**config.mk**
```make
export PLATFORM = sky130hd
export DESIGN_NAME = wrap_monitor
export DESIGN_NICKNAME = d
export VERILOG_FILES = /design/src/rtl/wrap_monitor.sv
export SDC_FILE = /design/constraint.sdc
export NUM_CORES = 1
export LEC_CHECK = 0
export ABC_AREA = 1
export CAP_MARGIN = 10
export CORE_AREA = 2 2 130 132
export DETAILED_ROUTE_END_ITERATION = 6
export DIE_AREA = 0 0 132 134
export GPL_ROUTABILITY_DRIVEN = 1
export HOLD_SLACK_MARGIN = 0.06
export PLACE_DENSITY = 0.74
export SYNTH_ARGS = -nofsm -noshare
export SYNTH_HDL_FRONTEND = slang
export SYNTH_SLANG_ARGS = --single-unit
```
**constraint.sdc**
```tcl
create_clock -name clk -period 2.87 [get_ports clk]
set_clock_uncertainty 0.05 [all_clocks]
set_input_delay 0.574 -clock clk [delete_from_list [all_inputs] [get_ports clk]]
set_output_delay 0.574 -clock clk [all_outputs]
set_load 0.01 [all_outputs]
```
**src/rtl/wrap_monitor.sv**
```systemverilog
// ---------------------------------------------------------------------------
// wrap_monitor
//
// Watches the sample stream of an upstream bounded counter that is expected
// to count lower_bound, lower_bound+1, ..., upper_bound, lower_bound, ...
// It locks onto the first legal sample, then checks every following valid
// sample against the expected successor. Each upper->lower wrap is counted
// in a saturating counter. Any illegal sample latches a sticky error and
// parks the monitor in FAULT until clear.
//
// Ports
//   clk          in   single clock, rising edge
//   rst          in   asynchronous, active-low reset
//   count_in     in   DATA_WIDTH  sample from the upstream counter (unsigned)
//   valid_in     in   count_in is sampled this cycle
//   lower_bound  in   DATA_WIDTH  lowest legal count (unsigned)
//   upper_bound  in   DATA_WIDTH  highest legal count (unsigned)
//   clear        in   synchronous clear of errors/counter, re-acquire
//   wrap_pulse   out  one-cycle pulse per detected wrap
//   wrap_count   out  WRAP_WIDTH  wraps since reset/clear, saturating
//   wrap_sat     out  wrap_count has reached all-ones
//   locked       out  monitor is tracking the stream
//   err_range    out  sticky: out-of-range sample or inverted bounds
//   err_step     out  sticky: in-range sample that is not the successor
// ---------------------------------------------------------------------------
module wrap_monitor #(
  parameter int DATA_WIDTH = 32,
  parameter int WRAP_WIDTH = 16
) (
  input  logic                  clk,
  input  logic                  rst,
  input  logic [DATA_WIDTH-1:0] count_in,
  input  logic                  valid_in,
  input  logic [DATA_WIDTH-1:0] lower_bound,
  input  logic [DATA_WIDTH-1:0] upper_bound,
  input  logic                  clear,
  output logic                  wrap_pulse,
  output logic [WRAP_WIDTH-1:0] wrap_count,
  output logic                  wrap_sat,
  output logic                  locked,
  output logic                  err_range,
  output logic                  err_step
);

  typedef enum logic [1:0] {
    ACQUIRE = 2'd0,
    TRACK   = 2'd1,
    FAULT   = 2'd2
  } state_t;

  localparam logic [DATA_WIDTH:0] ONE_EXT = {{DATA_WIDTH{1'b0}}, 1'b1};

  // Saturating increment: holds at all-ones instead of rolling over.
  function automatic logic [WRAP_WIDTH-1:0] sat_inc(input logic [WRAP_WIDTH-1:0] v);
    sat_inc = (&v) ? v : v + WRAP_WIDTH'(1);
  endfunction

  state_t                r_state, w_state_nxt;
  logic [DATA_WIDTH-1:0] r_prev, w_prev_nxt;
  logic                  r_wrap_pulse, w_wrap_pulse_nxt;
  logic [WRAP_WIDTH-1:0] r_wrap_count, w_wrap_count_nxt;
  logic                  r_wrap_sat, w_wrap_sat_nxt;
  logic                  r_locked;
  logic                  r_err_range, w_err_range_nxt;
  logic                  r_err_step, w_err_step_nxt;

  logic                  w_bounds_ok;
  logic                  w_in_range;
  logic                  w_prev_at_top;
  logic [DATA_WIDTH:0]   w_expected;
  logic                  w_match;
  logic                  w_wrap;
  logic [WRAP_WIDTH-1:0] w_count_inc;

  // Inverted bounds make every sample illegal.
  assign w_bounds_ok   = (lower_bound <= upper_bound);
  assign w_in_range    = w_bounds_ok && (count_in >= lower_bound) && (count_in <= upper_bound);
  assign w_prev_at_top = (r_prev == upper_bound);
  // One extra bit so prev+1 cannot overflow when prev is all-ones.
  assign w_expected    = w_prev_at_top ? {1'b0, lower_bound} : ({1'b0, r_prev} + ONE_EXT);
  assign w_match       = ({1'b0, count_in} == w_expected);
  // With lower == upper every in-range sample in TRACK is a wrap.
  assign w_wrap        = w_prev_at_top && (count_in == lower_bound);
  assign w_count_inc   = sat_inc(r_wrap_count);

  always_comb begin
    w_state_nxt      = r_state;
    w_prev_nxt       = r_prev;
    w_wrap_pulse_nxt = 1'b0;
    w_wrap_count_nxt = r_wrap_count;
    w_wrap_sat_nxt   = r_wrap_sat;
    w_err_range_nxt  = r_err_range;
    w_err_step_nxt   = r_err_step;

    if (clear) begin
      // The sample presented alongside clear is deliberately dropped.
      w_state_nxt      = ACQUIRE;
      w_wrap_count_nxt = '0;
      w_wrap_sat_nxt   = 1'b0;
      w_err_range_nxt  = 1'b0;
      w_err_step_nxt   = 1'b0;
    end else begin
      case (r_state)
        ACQUIRE: begin
          if (valid_in) begin
            if (w_in_range) begin
              w_prev_nxt  = count_in;
              w_state_nxt = TRACK;
            end else begin
              w_err_range_nxt = 1'b1;
              w_state_nxt     = FAULT;
            end
          end
        end
        TRACK: begin
          if (valid_in) begin
            if (!w_in_range) begin
              w_err_range_nxt = 1'b1;
              w_state_nxt     = FAULT;
            end else if (w_match) begin
              w_prev_nxt = count_in;
              if (w_wrap) begin
                w_wrap_pulse_nxt = 1'b1;
                w_wrap_count_nxt = w_count_inc;
                w_wrap_sat_nxt   = r_wrap_sat | (&w_count_inc);
              end
            end else begin
              w_err_step_nxt = 1'b1;
              w_state_nxt    = FAULT;
            end
          end
        end
        FAULT: begin
          w_state_nxt = FAULT;
        end
        default: begin
          w_state_nxt = ACQUIRE;
        end
      endcase
    end
  end

  always_ff @(posedge clk or negedge rst) begin
    if (!rst) begin
      r_state      <= ACQUIRE;
      r_prev       <= '0;
      r_wrap_pulse <= 1'b0;
      r_wrap_count <= '0;
      r_wrap_sat   <= 1'b0;
      r_locked     <= 1'b0;
      r_err_range  <= 1'b0;
      r_err_step   <= 1'b0;
    end else begin
      r_state      <= w_state_nxt;
      r_prev       <= w_prev_nxt;
      r_wrap_pulse <= w_wrap_pulse_nxt;
      r_wrap_count <= w_wrap_count_nxt;
      r_wrap_sat   <= w_wrap_sat_nxt;
      r_locked     <= (w_state_nxt == TRACK);
      r_err_range  <= w_err_range_nxt;
      r_err_step   <= w_err_step_nxt;
    end
  end

  assign wrap_pulse = r_wrap_pulse;
  assign wrap_count = r_wrap_count;
  assign wrap_sat   = r_wrap_sat;
  assign locked     = r_locked;
  assign err_range  = r_err_range;
  assign err_step   = r_err_step;

endmodule
```
==> out/results.ini <==
[placement]
io_buffers = 120
dp_slack_ps = -1390
place_congestion = 1.01
hpwl_um = 22900

[drt]
drt_iter0_drc = 959
drt_pass1_iterations = 7
wire_per_inst_um = 18.7
route.detailed.drc = 5
via_count = 10500
totalWireLength_um = 34700
detail-route-antenna-nets = 0
via_per_inst = 5.65

[synthesis]
ys_top_cells_by_area = nand2_1 20%, dfrtp_1 18%, ha_1 16%
ys_async_sr_fraction_pct = 100
netlist_area_um2 = 7530
synth_top_area_share_pct = 20.3
synth_top_area_cell = nand2_1
ys_warn_count = 0
syn_inst = 1220
synth_flop_cell = dfrtp_1
syn_nets = 1418
syn_area_per_cell_um2 = 6.18
synth_cell_types = 41
synth-seq-area-share_pct = 18.3
synth_seq_cells = 55
synth_edf_count = 0

[global_route]
overflow = 0
grt_pass1_wl_um = 48900
antenna_found_initial = 0
grt_max_degree = 38
grt_use_total_pct = 34.5
grt_pass1_vias = 9776

[pwr]
leakage_nw = 6.56
finalPower_mw = 5.54
cellPowerDensity_nw_per_um2 = 431
vdd_ir_drop_max_uv = 338

[worst_setup_path]
worstPathArrival_ps = 3530
start_kind = primary input
cp_max_fo = 9
reg2reg_slack_ps = -450
cp_data_required_time_ps = 3050
cp-end-kind = register
path_class = in -> reg

[timing]
slew_headroom_pct = 48.0
tightestPinTransition_ps = 780
rsz0062_at_grt = true
fin_crit_sh_pct = 116
setup_viol = 54
max_freq_ghz = 0.299
drv_slew = 0
timing.final.ws_setup_ps = -473
hold_violations = 0
fin_crit_ps = 3340
hold_ws_ps = 281

[die]
initial_utilization_pct = 46.3
fp.dieW_um = 132
die_h_um = 134
pin_count = 121
core-area_um2 = 16300
die-area_um2 = 17700
rows = 47

[clock_network]
clock-root-buffer = clkbuf_16
cts_num_sinks = 55
htreeDepth = 2
path_clk_slew_ps = 90
hold_buffers = 0
clock_latency_ps = 320
clockBufferDepth = 2
numCtsBuffers = 5
cts_tree = yes

[outcome]
status = finished with violations
violations = DRC, setup timing

[cells_and_area]
diodes = 0
layout-drive-gt1-share_pct = 35.3
fin_nets = 1833
final_cell_mix = 338 x nand2_1, 262 x buf_4, 152 x inv_1
synthToLayoutAreaGrowth_pct = 70.8
fill_cells = 1100
final_common_cell = nand2_1

[min_path]
min_path_type = in -> async

[flow_run]
drv_cap = 0

## final cells by class
class	count	area, um^2	share of cell area (%)
flip-flops and latches	55	1380	10.7
clock buffers	5	125	0.972
multi-input cells	962	6480	50.4
well taps	220	275	2.14
repair buffers	426	3850	29.9
clock inverters	3	47.5	0.369
inverters	185	709	5.51
## layer usage
| metal | vias to the layer above | global-route usage (%) | wire length, um |
|---|---|---|---|
| met2 | 677 | 60.7 | 16500 |
| met4 | 0 | 15.5 | 2250 |
| met1 | 4843 | 42.1 | 12700 |
| met3 | 177 | 4.42 | 3290 |
| met5 | - | 0 | 0 |
| li1 | 4797 | - | - |
## state kept, by name, summed over array words and instances (netlist names)
signal      cells
err_step        1
err_range       1
locked          1
r_state         2
wrap_count     16
wrap_sat        1
wrap_pulse      1
r_prev         32
## through the flow
stage | cell area, um^2 | util (%) | setup TNS, ps | std cells
2_1_floorplan | 7530 | - | 0 | 1220
3_3_place_gp | 10900 | 66.9 | -72680 | 1804
3_5_place_dp | 10900 | 66.9 | -73070 | 1804
4_1_cts | 12000 | 73.9 | -7250 | 1833
5_1_grt | 12900 | 79.0 | -24410 | 1856
6_report | 12900 | 79.0 | -20510 | 1856
## worst max-delay path, cell delays in order
cell and delay [ps]:
clkdlybuf4s50_1 480, buf_4 140, ha_4 200, nand2_1 70, inv_1 60, nand3_1 70
a31oi_1 120, nor2_2 170, o21ai_2 100, nand2_2 110, nand4_1 160, o21ai_2 180
nand2_2 80, nor2_4 120, inv_2 70, nor3_4 190, buf_12 150, nand2_4 90
buf_8 170, o21ai_1 200
## path summary, 6_finish.rpt
path / cells past startpoint / startpoint / to
setup / recovery: 20 / lower_bound[11] / r_prev[0]
hold / removal: 1 / rst / wrap_count[15]
setup reg to reg: 20 / r_prev[1] / r_prev[0]
hold reg to reg: 2 / err_step / err_step
max in group asynchronous: 2 / rst / r_prev[2]
min in group clk: 2 / err_step / err_step
## logic make-up (layout without fill, tap and decap cells)
group                      Yosys count  after routing  share of synthesized area (%)
and+or+nand+nor                    694            697                           39.8
buffers and inverters              206            619                           11.4
AOI/OAI and AO/OA                  120            120                           8.73
adders and majority gates           98             98                           16.3
DFF                                 55             55                           18.3
xor gates and xnor gates            47             47                           5.46
## cell usage after synthesis, drive strengths merged, types with 7 or more instances
cell type	instances
a21oi	54
nor4	7
nor3	26
nand4	33
inv	184
o21ai	51
nand3	113
buf	15
nor2	87
xnor2	28
ha	98
xor2	19
nand2	413
dfrtp	55
## report_power, final
part	switching [mW]	internal, mW	leakage (nW)
clock	0.353	0.419	0.0844
sequential	0.226	0.966	0.724
combinational	1.87	1.71	5.75
total	2.45	3.09	6.56
## what timing repair did
item                                    CTS  global route
endpoints found under the setup margin   55            55
cloned                                    6            10
gates resized for setup                 283           148
pin swaps                                92            42
buffers inserted                         16            13
Note: power is estimated with default switching activity, not from simulation.
==> edit 1: new RTL, same settings <==
The parameter `DATA_WIDTH` goes from 32 to 16.
--- a/src/rtl/wrap_monitor.sv
+++ b/src/rtl/wrap_monitor.sv
@@ -25,5 +25,5 @@
 // ---------------------------------------------------------------------------
 module wrap_monitor #(
-  parameter int DATA_WIDTH = 32,
+  parameter int DATA_WIDTH = 16,
   parameter int WRAP_WIDTH = 16
 ) (
Ports: changed (resized count_in, lower_bound and upper_bound); port bits go from 121 to 73. No check against the original RTL was run, so the function may have changed too.
==> edit 1 against the unedited design <==
  * Setup slack improved by 650 ps
  * Wire length decreased by 61%
  * Design area decreased by 49%
  * First-iteration DRC count decreased by 71%
  * Area after synthesis decreased by 41%
  * Worst hold slack improved by 80 ps
  * Sequential cell count decreased by 16
  * Total power decreased by 53%
  * Critical path depth decreased by 8
  * Highest routed layer unchanged
==> edit 1: results (changes against the unedited design) <==
stage,metric,value,unit,change
worst_setup_path,reg2reg path depth,15,,-25%
cts,CTS buffer count,5,,unchanged
placement,routability cong.,0.903,,-11%
logic_synthesis,Syn Nets,818,,-42%
worst_setup_path,crit path DAT,2810,ps,-720 ps
worst_setup_path,reg2reg end,r_prev[11],,
grt,largest net degree at the start of global routing,40,,+5.3%
pwr,VDD IR max,247,µV,-27%
worst_setup_path,Critical R2R Launch,r_prev[0],,
cts,worst-skew pair later-pin latency,280,ps,-40 ps
placement,# placed instances,1074,,-40%
grt,Total Routing Usage GR,15.5,%,-19 points
logic_synthesis,Main synth FF type,dfrtp_1,,
logic_synthesis,yosys warns,0,,unchanged
placement,post-DP HPWL,11000,µm,-52%
cts,H-tree level count,2,,unchanged
pwr,leakage,0.00348,µW,-47%
placement,Area after DPL,6000,µm²,-45%
placement,DP Worst Slack,-576,ps,+811 ps
cts,clock buffer depth,2,,unchanged
finish,# diodes,0,,unchanged
route,Iteration-0 DRC Markers,279,,-71%
placement,port buffer count,72,,-40%
worst_setup_path,FF-to-FF setup slack,220,ps,+670 ps
route,Via Count,5007,,-52%
worst_setup_path,cell family contributing the most delay on the critical path,buffers and inverters,,
grt,global-route wire length before repair,22700,µm,-54%
worst_setup_path,Crit path largest cell delay,470,ps,
logic_synthesis,Commonest cells post-synth,"nand2_1, inv_1, nand3_1",,
finish,layout cell share with drive strength beyond 1,19.7,%,-16 points
grt,initial antenna violation count,0,,unchanged
logic_synthesis,Netlist cell types,33,,-20%
grt,vias in the first global route,4769,,-51%
logic_synthesis,Synth Area per Inst,6.25,µm²,+1.2%
finish,fill count,1687,,+53%
sta,WHS,361,ps,+79.7 ps
route,DR WL/cell,12.5,µm,-33%
sta,worst-margin pin slew,890,ps,+111 ps
route,drt first pass iters,5,,-2
worst_setup_path,Worst path slowest cell,clkdlybuf4s50_1,,
logic_synthesis,async set-reset flop share out of synthesis,100,%,unchanged
hold_path,worst hold path type,in -> async,,
outcome,status,completed,,
finish,# nets final,969,,-47%
cts,clk slew on worst S/H paths,60,ps,-30 ps
cts,root buf cell,clkbuf_16,,
logic_synthesis,main area contributors after synthesis,"dfrtp_1, nand2_1, ha_1",,
route,Via density,4.60,,-19%
worst_setup_path,worst-path fanout max,11,,+2
logic_synthesis,"Seq/Total Area, Yosys",21.8,%,+3.6 points
-- edit 1: cell count changes after synthesis, moves of 13 or more --
cell     unedited run  this run
nand2_1           407       241
nand4_1            33        10
xnor2_1            28         3
o21ai_0            24        11
nor2_1             80        57
inv_1             181        96
nand3_1           112        95
a21oi_1            54        34
dfrtp_1            55        39
nor3_1             24         9
ha_1               98        50
o21ai_1            22         0
-- edit 1: power breakdown --
part / internal, µW / total [µW] / switching, µW / leakage (µW)
combinational: 500 / 1150 / 645 / 0.00288
sequential: 651 / 816 / 165 / 0.000519
clock: 410 / 631 / 222 / 0.0000838
total: 1560 / 2590 / 1030 / 0.00348
-- edit 1: cells by family after synthesis --
family	count (synthesis)	share of synthesized area, %
AOI/OAI and AO/OA	56	6.94
buffers and inverters	117	10.5
xor gates and xnor gates	19	3.72
adders and majority gates	50	14.0
and+or+nand+nor	435	43.0
DFF	39	21.8
-- edit 1: routing by layer --
layer | vias to the layer above | global-route usage [%] | share of wire [%]
met5 | - | 0 | 0
met4 | 0 | 4.23 | 1.8
met3 | 23 | 2.53 | 6.4
met2 | 156 | 25.2 | 46
met1 | 2222 | 21.2 | 46
li1 | 2606 | - | -
-- edit 1: area by class of cell --
type | count | area, µm² | share of cell area (%)
clock inverters | 3 | 43.8 | 0.669
inverters | 104 | 393 | 6.00
well taps | 220 | 275 | 4.21
clock buffers | 5 | 125 | 1.91
multi-input cells | 560 | 3250 | 49.6
repair buffers | 157 | 1480 | 22.6
flip-flops and latches | 39 | 978 | 15.0
-- edit 1: worst max-delay path by stage --
stage                          startpoint       endpoint  slack (ps)  cells after the start
after floorplan           upper_bound[15]      r_prev[0]          90                     15
final                        count_in[14]  wrap_count[9]         180                     12
after global routing       upper_bound[8]      r_prev[9]         -20                     21
after CTS                  upper_bound[7]     r_prev[11]         0.6                     15
after global placement    upper_bound[15]  wrap_count[4]        -530                     17
after detailed placement  upper_bound[15]  wrap_count[9]        -580                     17
-- edit 1: worst register-to-register path, delay by kind of cell (launching register included) --
family / cells / cell delay [ps]
XOR/XNOR: 1 / 160
flip-flops: 1 / 420
AND/OR/NAND/NOR: 12 / 1580
buffers and inverters: 1 / 140
adder cells (fa/ha/maj): 1 / 230
-- edit 1: timing repair --
item / in CTS / in global routing
endpoints found under the hold margin: 0 / 0
setup buffers: 3 / 2
setup endpoints to repair: 38 / 38
resized for setup: 42 / 61
pin swaps: 21 / 31
gates cloned: 0 / 1
-- edit 1: metrics by stage --
stage | power [µW] | util (%)
4_1_cts | 2520 | 38.6
2_1_floorplan | 1470 | -
5_1_grt | 2810 | 40.2
6_report | 2590 | 40.2
3_5_place_dp | 1860 | 36.8
3_3_place_gp | 1830 | 36.8
==> edit 2: new RTL, config.mk and constraints unchanged <==
Made on the original files. Put one more register stage on the output `err_step`, without a reset. The value now appears one clock later. The other outputs are not delayed to match.
--- a/src/rtl/wrap_monitor.sv
+++ b/src/rtl/wrap_monitor.sv
@@ -168,5 +168,7 @@
   assign locked     = r_locked;
   assign err_range  = r_err_range;
-  assign err_step   = r_err_step;
+  always_ff @(posedge clk) begin
+    err_step <= r_err_step;
+  end
 
 endmodule
Formal check against the unedited RTL: not equivalent (a bounded check fails within 4 cycles, from zero or initial values and one cycle with rst low).
==> edit 2 against the unedited design <==
  * The flow still finishes with violations (DRC, setup timing)
  * Clock power shrank 11%
  * Non-clock buffer count grew 6
  * Design area is essentially flat
  * Sequential cell count grew 1
  * Setup slack lost 370 ps
  * Total power grew 4.7%
  * First-iteration DRC count grew 46%
  * Wire length grew 9.6%
  * Area after synthesis grew 0.27%
  * Count of clock-buffer cells in the layout is the same
  * Critical path type unchanged
  * Highest routed layer unchanged
==> edit 2: results (changes against the unedited design) <==
stage,metric,value,unit,change
outcome,status,"complete, but fails checks",,
outcome,violated checks,"DRC, setup timing",,
logic_synthesis,main area contributors after synthesis,"nand2_1, dfrtp_1, ha_1",,
grt,Total Routing Usage GR,37.0,%,+2.5 points
finish,layout cell share with drive strength beyond 1,38.1,%,+2.8 points
placement,routability cong.,0.995,,-1.9%
placement,post-DP HPWL,22700,µm,-0.95%
pwr,VDD IR max,355,µV,+5.0%
worst_setup_path,cell family contributing the most delay on the critical path,simple AND/OR/NAND/NOR gates,,
grt,vias in the first global route,10300,,+5.7%
sta,setup TNS,-37670,ps,"-17,160 ps"
pwr,leakage,0.00660,µW,+0.68%
logic_synthesis,Synth Area in Compound Gates,8.71,%,-0.023 points
grt,initial antenna violation count,1,,+1
logic_synthesis,Synth Area in XOR/XNOR,5.45,%,-0.014 points
route,Post-Route WL,38000,µm,+9.6%
placement,port buffer count,120,,unchanged
worst_setup_path,Worst path slowest cell,inv_1,,
logic_synthesis,Syn Inst Count,1221,,+0.082%
worst_setup_path,Crit path largest cell delay,220,ps,-260 ps
logic_synthesis,async set-reset flop share out of synthesis,98.2,%,-1.8 points
grt,global-route wire length before repair,52000,µm,+6.2%
grt,largest net degree at the start of global routing,35,,-7.9%
route,# DRC,6,,+1
worst_setup_path,reg2reg path depth,25,,+25%
logic_synthesis,Netlist cell types,42,,+2.4%
logic_synthesis,yosys warns,0,,unchanged
sta,# setup viols final,54,,unchanged
placement,DP Worst Slack,-1360,ps,+30.5 ps
finish,# nets final,1837,,+0.22%
logic_synthesis,Syn Nets,1419,,+0.071%
sta,worst-margin pin slew,793,ps,+12.8 ps
sta,Final WS setup,-840,ps,-367 ps
logic_synthesis,Post-Synth Adder-Cell Area,16.2,%,-0.043 points
[edit 2: cell count changes after synthesis]
cell | before | now
dfxtp_1 | 0 | 1
[edit 2: worst paths after layout]
check | endpoint | slack (ps) | from
max | r_prev[3] | -840 | upper_bound[0]
min | r_prev[15] | 270 | rst
max reg2reg | r_prev[3] | -740 | r_prev[0]
min reg2reg | err_step | 320 | r_err_step
max in group asynchronous | r_prev[20] | 1840 | rst
min in group clk | err_step | 320 | r_err_step
[edit 2: layout make-up]
cell class	instances	area (µm²)	share of cell area (%)
inverter	185	714	5.55
antenna	1	2.50	0.0194
clock buffer	5	125	0.971
sequential	56	1410	10.9
tap	220	275	2.14
multi-input combinational	959	6540	50.7
clock inverter	3	21.3	0.165
timing repair buffer	432	3800	29.5
[edit 2: where the power goes]
group          internal [µW]  leakage [µW]  switching (µW)
Clock                    328     0.0000702             361
Sequential               988      0.000723             298
Combinational           1770       0.00581            2050
[edit 2: metrics by stage]
stage / area, µm² / utilization (%) / hold WS, ps
CTS: 12400 / 76.1 / 266
floorplan: 7550 / - / 228
global route: 12900 / 79.1 / 290
global placement: 10900 / 67.2 / 302
detailed placement: 10900 / 67.2 / 304
finish: 12900 / 79.1 / 270
[edit 2: layer usage]
metal	up-vias	share of wire (%)	GRT usage, %
met5	-	0	0
met2	931	45	62.4
met4	0	9.0	24.5
met3	331	11	6.31
met1	5013	35	43.5
li1	4794	-	-
[edit 2: cells by family (layout without fill, tap and decap cells)]
kind of cell,Yosys count,count (layout)
simple gates,694,694
buf+inv,206,625
compound gates,120,120
fa+ha+maj,98,98
flops,56,56
xor+xnor,47,47
other cells,0,1
[edit 2: repair_timing]
item | 4_1_cts | 5_1_grt
gates resized for setup | 391 | 150
setup endpoints to repair | 55 | 55
buffers inserted | 25 | 17
pin swaps | 91 | 89
cloned | 7 | 1
